**config.mk**
```make
export PLATFORM = sky130hd
export DESIGN_NAME = alu_window_feeder
export DESIGN_NICKNAME = d
export VERILOG_FILES = /design/src/rtl/alu_feeder_pkg.sv /design/src/rtl/alu_window_feeder_row_buffer.sv /design/src/rtl/alu_window_feeder.sv
export SDC_FILE = /design/constraint.sdc
export NUM_CORES = 1
export LEC_CHECK = 0
export BUFFER_PORTS_ARGS = -buffer_cell sky130_fd_sc_hd__buf_2
export CAP_MARGIN = 20
export CORE_MARGIN = 8
export CORE_UTILIZATION = 35
export CTS_BUF_LIST = sky130_fd_sc_hd__clkbuf_2 sky130_fd_sc_hd__clkbuf_4 sky130_fd_sc_hd__clkbuf_8
export DETAILED_ROUTE_END_ITERATION = 10
export GPL_TIMING_DRIVEN = 1
export SETUP_SLACK_MARGIN = 0.1
export SYNTH_ARGS = -nofsm -noshare
export SYNTH_HDL_FRONTEND = slang
export SYNTH_HIERARCHICAL = 1
export SYNTH_SLANG_ARGS = --single-unit
export TNS_END_PERCENT = 5
```
**constraint.sdc**
```tcl
create_clock -name clk -period 3.3 [get_ports clk]
set_clock_uncertainty 0.1 [all_clocks]
set_input_delay 0.33 -clock clk [delete_from_list [all_inputs] [get_ports clk]]
set_output_delay 0.33 -clock clk [all_outputs]
set_load 0.01 [all_outputs]
```
**src/rtl/alu_feeder_pkg.sv**
```systemverilog
// Shared types and helpers for the binary conv/pooling ALU feeder.
// Holds the FSM state encoding and the one-hot kernel-size decoding.
package alu_feeder_pkg;

    typedef enum logic [2:0] {
        IDLE,
        CHECK,
        LOAD_W,
        FILL,
        STREAM,
        NEXT_ROW,
        DONE
    } feeder_state_t;

    localparam logic [4:0] K1 = 5'b00001;
    localparam logic [4:0] K2 = 5'b00010;
    localparam logic [4:0] K3 = 5'b00100;
    localparam logic [4:0] K4 = 5'b01000;
    localparam logic [4:0] K5 = 5'b10000;

    function automatic logic onehot_ok(input logic [4:0] v);
        return (v != 5'd0) && ((v & (v - 5'd1)) == 5'd0);
    endfunction

    // Returns 0 for anything that is not a legal one-hot kernel size.
    function automatic logic [2:0] kernel_dim(input logic [4:0] onehot);
        case (onehot)
            K1:      return 3'd1;
            K2:      return 3'd2;
            K3:      return 3'd3;
            K4:      return 3'd4;
            K5:      return 3'd5;
            default: return 3'd0;
        endcase
    endfunction

endpackage

```
**src/rtl/alu_window_feeder_row_buffer.sv**
```systemverilog
// Five-slot ifmap row buffer: K-aware shift-in of a new row and a
// column-select read returning one bit per slot (slots >= K read as 0).
module alu_row_buffer #(
    parameter int MAP_W = 16,
    parameter int CNT_W = 6
) (
    input  logic             clk,
    input  logic             rst_n,
    input  logic             shift_en,
    input  logic [2:0]       k,
    input  logic [MAP_W-1:0] row_in,
    input  logic [CNT_W-1:0] col,
    output logic [4:0]       col_bits
);

    logic [MAP_W-1:0] slot [5];
    logic [MAP_W-1:0] sh   [5];

    always_ff @(posedge clk or negedge rst_n) begin
        if (!rst_n) begin
            for (int unsigned i = 0; i < 5; i++) slot[i] <= '0;
        end else if (shift_en) begin
            // Only the K active slots move; the newest row lands in slot K-1.
            for (int unsigned i = 0; i < 4; i++) begin
                if (i + 1 < 32'(k)) slot[i] <= slot[i+1];
            end
            for (int unsigned i = 0; i < 5; i++) begin
                if (i + 1 == 32'(k)) slot[i] <= row_in;
            end
        end
    end

    always_comb begin
        col_bits = '0;
        for (int unsigned r = 0; r < 5; r++) begin
            sh[r] = slot[r] >> col;
            if (r < 32'(k)) col_bits[r] = sh[r][0];
        end
    end

endmodule

```
**src/rtl/alu_window_feeder.sv**
```systemverilog
// Producer-side sequencer for the binary conv/pooling ALU: takes a config,
// a weight kernel and ifmap rows, and streams columns into the ALU.
module alu_window_feeder
    import alu_feeder_pkg::*;
#(
    parameter int MAP_W = 16,
    parameter int CNT_W = 6
) (
    input  logic             clk,
    input  logic             rst_n,
    input  logic             cfg_start,
    input  logic [4:0]       cfg_kernel_size,
    input  logic             cfg_operation,
    input  logic [CNT_W-1:0] cfg_map_w,
    input  logic [CNT_W-1:0] cfg_map_h,
    input  logic [24:0]      weight_data,
    input  logic             weight_valid,
    output logic             weight_ready,
    input  logic [MAP_W-1:0] row_data,
    input  logic             row_valid,
    output logic             row_ready,
    output logic             ifmaps_row0_out,
    output logic             ifmaps_row1_out,
    output logic             ifmaps_row2_out,
    output logic             ifmaps_row3_out,
    output logic             ifmaps_row4_out,
    output logic [24:0]      weight_out,
    output logic             load_ifmaps,
    output logic             load_weight,
    output logic             operation,
    output logic [4:0]       kernel_size,
    output logic             mac_valid,
    output logic [CNT_W-1:0] out_row,
    output logic [CNT_W-1:0] out_col,
    output logic             busy,
    output logic             done,
    output logic             cfg_err
);

    feeder_state_t state, nxt;

    logic [CNT_W-1:0] map_w_q, map_h_q;
    logic [CNT_W-1:0] col, rows_acc, cur_row;
    logic [2:0]       fill_cnt;
    logic [2:0]       k_dim;
    logic [CNT_W-1:0] k_m1;
    logic [4:0]       rd_bits;
    logic [4:0]       ifm_q;
    logic             row_acc, w_acc, cfg_bad, last_col;
    logic             pend_valid;
    logic [CNT_W-1:0] pend_col, pend_row;

    assign k_dim    = kernel_dim(kernel_size);
    assign k_m1     = CNT_W'(k_dim) - CNT_W'(1);
    assign last_col = (col == map_w_q - CNT_W'(1));
    assign cfg_bad  = !onehot_ok(kernel_size)
                   || (CNT_W'(k_dim) > map_w_q)
                   || (CNT_W'(k_dim) > map_h_q)
                   || (map_w_q > CNT_W'(MAP_W))
                   || (map_w_q == '0);

    assign ifmaps_row0_out = ifm_q[0];
    assign ifmaps_row1_out = ifm_q[1];
    assign ifmaps_row2_out = ifm_q[2];
    assign ifmaps_row3_out = ifm_q[3];
    assign ifmaps_row4_out = ifm_q[4];

    alu_row_buffer #(
        .MAP_W (MAP_W),
        .CNT_W (CNT_W)
    ) u_row_buffer (
        .clk      (clk),
        .rst_n    (rst_n),
        .shift_en (row_acc),
        .k        (k_dim),
        .row_in   (row_data),
        .col      (col),
        .col_bits (rd_bits)
    );

    always_ff @(posedge clk or negedge rst_n) begin
        if (!rst_n) state <= IDLE;
        else        state <= nxt;
    end

    always_comb begin
        nxt     = state;
        row_acc = 1'b0;
        w_acc   = 1'b0;
        case (state)
            IDLE:   if (cfg_start) nxt = CHECK;
            CHECK: begin
                if (cfg_bad)         nxt = IDLE;
                else if (!operation) nxt = LOAD_W;
                else                 nxt = FILL;
            end
            LOAD_W: begin
                if (weight_valid && weight_ready) begin
                    w_acc = 1'b1;
                    nxt   = FILL;
                end
            end
            FILL: begin
                if (row_valid && row_ready) begin
                    row_acc = 1'b1;
                    if (fill_cnt + 3'd1 == k_dim) nxt = STREAM;
                end
            end
            STREAM: begin
                if (last_col) nxt = (rows_acc < map_h_q) ? NEXT_ROW : DONE;
            end
            NEXT_ROW: begin
                if (row_valid && row_ready) begin
                    row_acc = 1'b1;
                    nxt     = STREAM;
                end
            end
            DONE:    nxt = IDLE;
            default: nxt = IDLE;
        endcase
    end

    // Handshake readies are registered from the next state so they track the FSM exactly.
    always_ff @(posedge clk or negedge rst_n) begin
        if (!rst_n) begin
            weight_ready <= 1'b0;
            row_ready    <= 1'b0;
            ifm_q        <= '0;
            weight_out   <= '1;
            load_ifmaps  <= 1'b0;
            load_weight  <= 1'b0;
            operation    <= 1'b0;
            kernel_size  <= '0;
            mac_valid    <= 1'b0;
            out_row      <= '0;
            out_col      <= '0;
            busy         <= 1'b0;
            done         <= 1'b0;
            cfg_err      <= 1'b0;
            map_w_q      <= '0;
            map_h_q      <= '0;
            col          <= '0;
            rows_acc     <= '0;
            cur_row      <= '0;
            fill_cnt     <= '0;
            pend_valid   <= 1'b0;
            pend_col     <= '0;
            pend_row     <= '0;
        end else begin
            weight_ready <= (nxt == LOAD_W);
            row_ready    <= (nxt == FILL) || (nxt == NEXT_ROW);
            busy         <= (nxt != IDLE);
            done         <= (state == DONE);
            cfg_err      <= (state == CHECK) && cfg_bad;
            load_weight  <= w_acc;
            load_ifmaps  <= 1'b0;
            pend_valid   <= 1'b0;
            mac_valid    <= pend_valid;

            if (pend_valid) begin
                out_row <= pend_row;
                out_col <= pend_col;
            end

            if (state == IDLE && cfg_start) begin
                kernel_size <= cfg_kernel_size;
                operation   <= cfg_operation;
                map_w_q     <= cfg_map_w;
                map_h_q     <= cfg_map_h;
            end

            if (state == CHECK) begin
                col      <= '0;
                rows_acc <= '0;
                cur_row  <= '0;
                fill_cnt <= '0;
            end

            if (w_acc) weight_out <= weight_data;

            if (row_acc) begin
                rows_acc <= rows_acc + CNT_W'(1);
                if (state == FILL)     fill_cnt <= fill_cnt + 3'd1;
                if (state == NEXT_ROW) cur_row  <= cur_row + CNT_W'(1);
            end

            // A window result is flagged one cycle after the load that completes it.
            if (state == STREAM) begin
                load_ifmaps <= 1'b1;
                ifm_q       <= rd_bits;
                pend_valid  <= (col >= k_m1);
                pend_col    <= col - k_m1;
                pend_row    <= cur_row;
                col         <= last_col ? '0 : col + CNT_W'(1);
            end
        end
    end

endmodule
```
==> results by group <==
STA
  • Slew Limit Fails: 0
  • Clock period minus worst slack: 3030 ps
  • Relative slew slack: 0.505
  • Setup TNS Final: 0 ps
  • RSZ-0062 raised after global routing: no
  • # setup viols final: 0
  • Tcrit/Tclk final: 0.918
  • Least-Margin Pin Slew: 743 ps
  • Final hold vios: 0
  • Peak Freq: 330 MHz

Place
  • Area post-placement: 10600 µm²
  • Dpl hpwl: 16700 µm
  • PortBufs: 119
  • RD Place Congestion: 0.824

Detailed routing
  • Post-route DRC violation count: 0
  • Vias per inst: 5.05
  • Routed Antenna Nets: 0
  • Initial DRC Count: 427
  • Total vias in the final route: 6955
  • DR WL/cell: 16.9 µm
  • Post-Route WL: 23300 µm
  • Drt pass-1 iters: 7

Critical path
  • Crit. End Element: flop
  • Type of origin of the critical path: flop
  • CP Capture Point: pend_col[5]
  • WP data arrival: 3310 ps
  • FF-to-FF End: pend_col[5]
  • Critical path launch point: kernel_size[3]
  • R2r setup slk: 270 ps
  • Critical Path Fanout Max: 8
  • Critical Path RT: 3590 ps
  • CP Class: reg -> reg
  • Worst reg2reg path depth: 10
  • Worst r2r src: kernel_size[3]

CTS
  • Root Buffer: clkbuf_8
  • Reg clk slew, reported paths: 120 ps
  • Longest Clk Path Bufs: 2
  • Sink Count: 185
  • Num CTS Buffers: 17
  • Worst skew pair latency: 470 ps
  • TritonCTS clock tree: done
  • H-tree depth reported by CTS: 4
  • Post-CTS resize count: 0
  • Postcts setup bufs: 0

GRT
  • Initial antenna violation count: 1
  • Number of global-route vias before repair: 7197
  • Total track usage: 0.145
  • Largest net degree at the start of global routing: 80
  • First-pass GRT wire length: 38800 µm
  • Total gr overflow: 0

Final layout
  • Multi-input gate area: 4550 µm²
  • Post-layout util: 0.426
  • Share of cells above drive strength 1: 0.290
  • Fill cells: 2582
  • Layout area overhead: 19.7%
  • Final Instance Area: 11400 µm²
  • # nets final: 1110
  • Storage element area: 4660 µm²

Power
  • VDD IR max: 0.000250 V
  • Pwr dens: 582 nW/µm²
  • Lkg Pwr: 0.00535 µW

Logic synthesis
  • Synth top area cells: dfrtp_1 (42%), mux2_2 (7.5%), mux2i_1 (7.2%)
  • Asr flop ratio synth: 1.00
  • Synthesized area per cell: 11.1 µm²
  • EDFF count, synth: 0
  • Seq/Total Area, Yosys: 0.487
  • Synth warn: 6
  • Synth top area share: 0.419
  • Synth cell types: 71
  • Synth Register Bits: 185
  • Syn Inst Count: 864
  • Synthesized area: 9560 µm²
  • Mapped Nets: 953
  • Post-synth top flop: dfrtp_1
  • Top cell type by total area after synthesis: dfrtp_1

Die
  • DIE HEIGHT: 181 µm
  • Die width: 181 µm
  • Die area: 32900 µm²
  • Core Rows: 60
  • Initial Utilization: 0.356
  • I/O pins: 120
  • CORE AREA: 26900 µm²

Run status
  • Outcome: complete, no violations

Worst hold path
  • Hold Path Stages: 3
  • Hold Crit Class: in -> reg

Job
  • Max Cap Viol: 0
[per-stage QoR]
step / total power (µW) / worst slack (ps) / hold WS [ps] / instances
5_1_grt: 7100 / 143 / 42.9 / 1376
2_1_floorplan: 4390 / 393 / -65.6 / 864
3_5_place_dp: 5050 / 275 / 319 / 1300
6_report: 6660 / 272 / 60.0 / 1376
3_3_place_gp: 5000 / 321 / 318 / 1300
4_1_cts: 6750 / 245 / 19.3 / 1375
[where the power goes]
| part | internal, µW | total, µW | switching, µW |
|---|---|---|---|
| clock network | 609 | 1630 | 1020 |
| registers | 2610 | 2850 | 243 |
| logic | 980 | 2180 | 1200 |
| total | 4200 | 6660 | 2460 |
[flip-flops by register name, indices dropped and copies added (netlist names), 5 cells and up]
signal / count
map_w_q: 6
map_h_q: 6
kernel_size: 5
ifm_q: 5
weight_out: 25
col: 6
cur_row: 6
pend_row: 6
rows_acc: 6
out_col: 6
out_row: 6
pend_col: 6
u_row_buffer/slot: 80
[cells in the final DEF (no fill, tap or decap), types with 3 or more instances in the layout]
cell type / count
dfrtp_1: 160
nand2_1: 129
buf_2: 118
o21ai_0: 84
mux2i_1: 69
mux2_2: 64
dlygate4sd3_1: 43
nor2_1: 35
a21oi_1: 28
dfstp_2: 25
ha_1: 24
buf_4: 24
inv_1: 22
clkbuf_8: 18
xnor2_1: 17
mux4_2: 12
nor3_1: 10
nand3_1: 10
nor2b_1: 7
and3_1: 7
xor2_1: 7
clkinv_8: 7
mux4_1: 7
nor3b_1: 6
a22o_1: 6
o21a_1: 5
nand4_1: 5
a31oi_1: 4
nand3b_1: 4
o211ai_1: 4
nor3b_2: 4
o31ai_1: 4
nand2b_1: 3
or3_1: 3
a21o_1: 3
nor4b_1: 3
inv_12: 3
buf_12: 3
[kinds of logic after synthesis]
kind of cell | share of synthesized area
AND/OR/NAND/NOR | 0.123
flip-flops | 0.487
AO/OA/AOI/OAI | 0.0987
multiplexers | 0.195
buffers and inverters | 0.0402
adder cells (fa/ha/maj) | 0.0335
XOR/XNOR | 0.0220
[critical path, cell delays in order (launching register included)]
cell	delay (ps)
dfrtp_1	480
or3_1	440
or2_2	310
ha_1	330
ha_1	300
nor2b_1	130
o21ai_0	180
a21oi_1	120
o21a_1	190
o21a_1	170
o31ai_1	210
[layer usage]
layer | vias to the layer above | global-route usage | routed length [µm]
met5 | - | 0 | 0
met4 | 0 | 0.0348 | 193
met3 | 16 | 0.0283 | 846
met2 | 118 | 0.252 | 11600
met1 | 3423 | 0.183 | 10600
li1 | 3398 | - | -
[layout make-up]
type | instances | area share
timing repair buffer | 189 | 0.111
clock inverter | 15 | 0.0183
antenna | 1 | 0.000219
sequential | 185 | 0.407
inverter | 24 | 0.00809
clock buffer | 17 | 0.0204
tap | 341 | 0.0373
multi-input combinational | 604 | 0.397
[what timing repair did]
| item | CTS | global route |
|---|---|---|
| hold buffers | 43 | 0 |
| endpoints found under the hold margin | 98 | 0 |
| endpoints found under the setup margin | 0 | 0 |
[synth_stat cells (9+ instances only)]
cell type	n
inv_1	22
buf_2	20
mux4_2	12
nand2_1	129
nand3_1	10
mux2_2	64
nor3_1	10
xnor2_1	17
a21oi_1	28
nor2_1	35
dfrtp_1	160
clkbuf_1	18
dfstp_2	25
o21ai_0	85
nor3b_1	9
ha_1	24
mux2i_1	69
[worst min-delay path by stage]
stage | slack, ps | startpoint | to
5_1_grt | 40 | row_data[7] | u_row_buffer/slot[7]
2_1_floorplan | -70 | rst_n | busy
6_report | 60 | cfg_map_w[4] | map_w_q[4]
3_5_place_dp | 320 | rst_n | state[1]
4_1_cts | 20 | cfg_map_w[4] | map_w_q[4]
3_3_place_gp | 320 | rst_n | rows_acc[4]
Note: power is estimated with default switching activity, not from simulation.
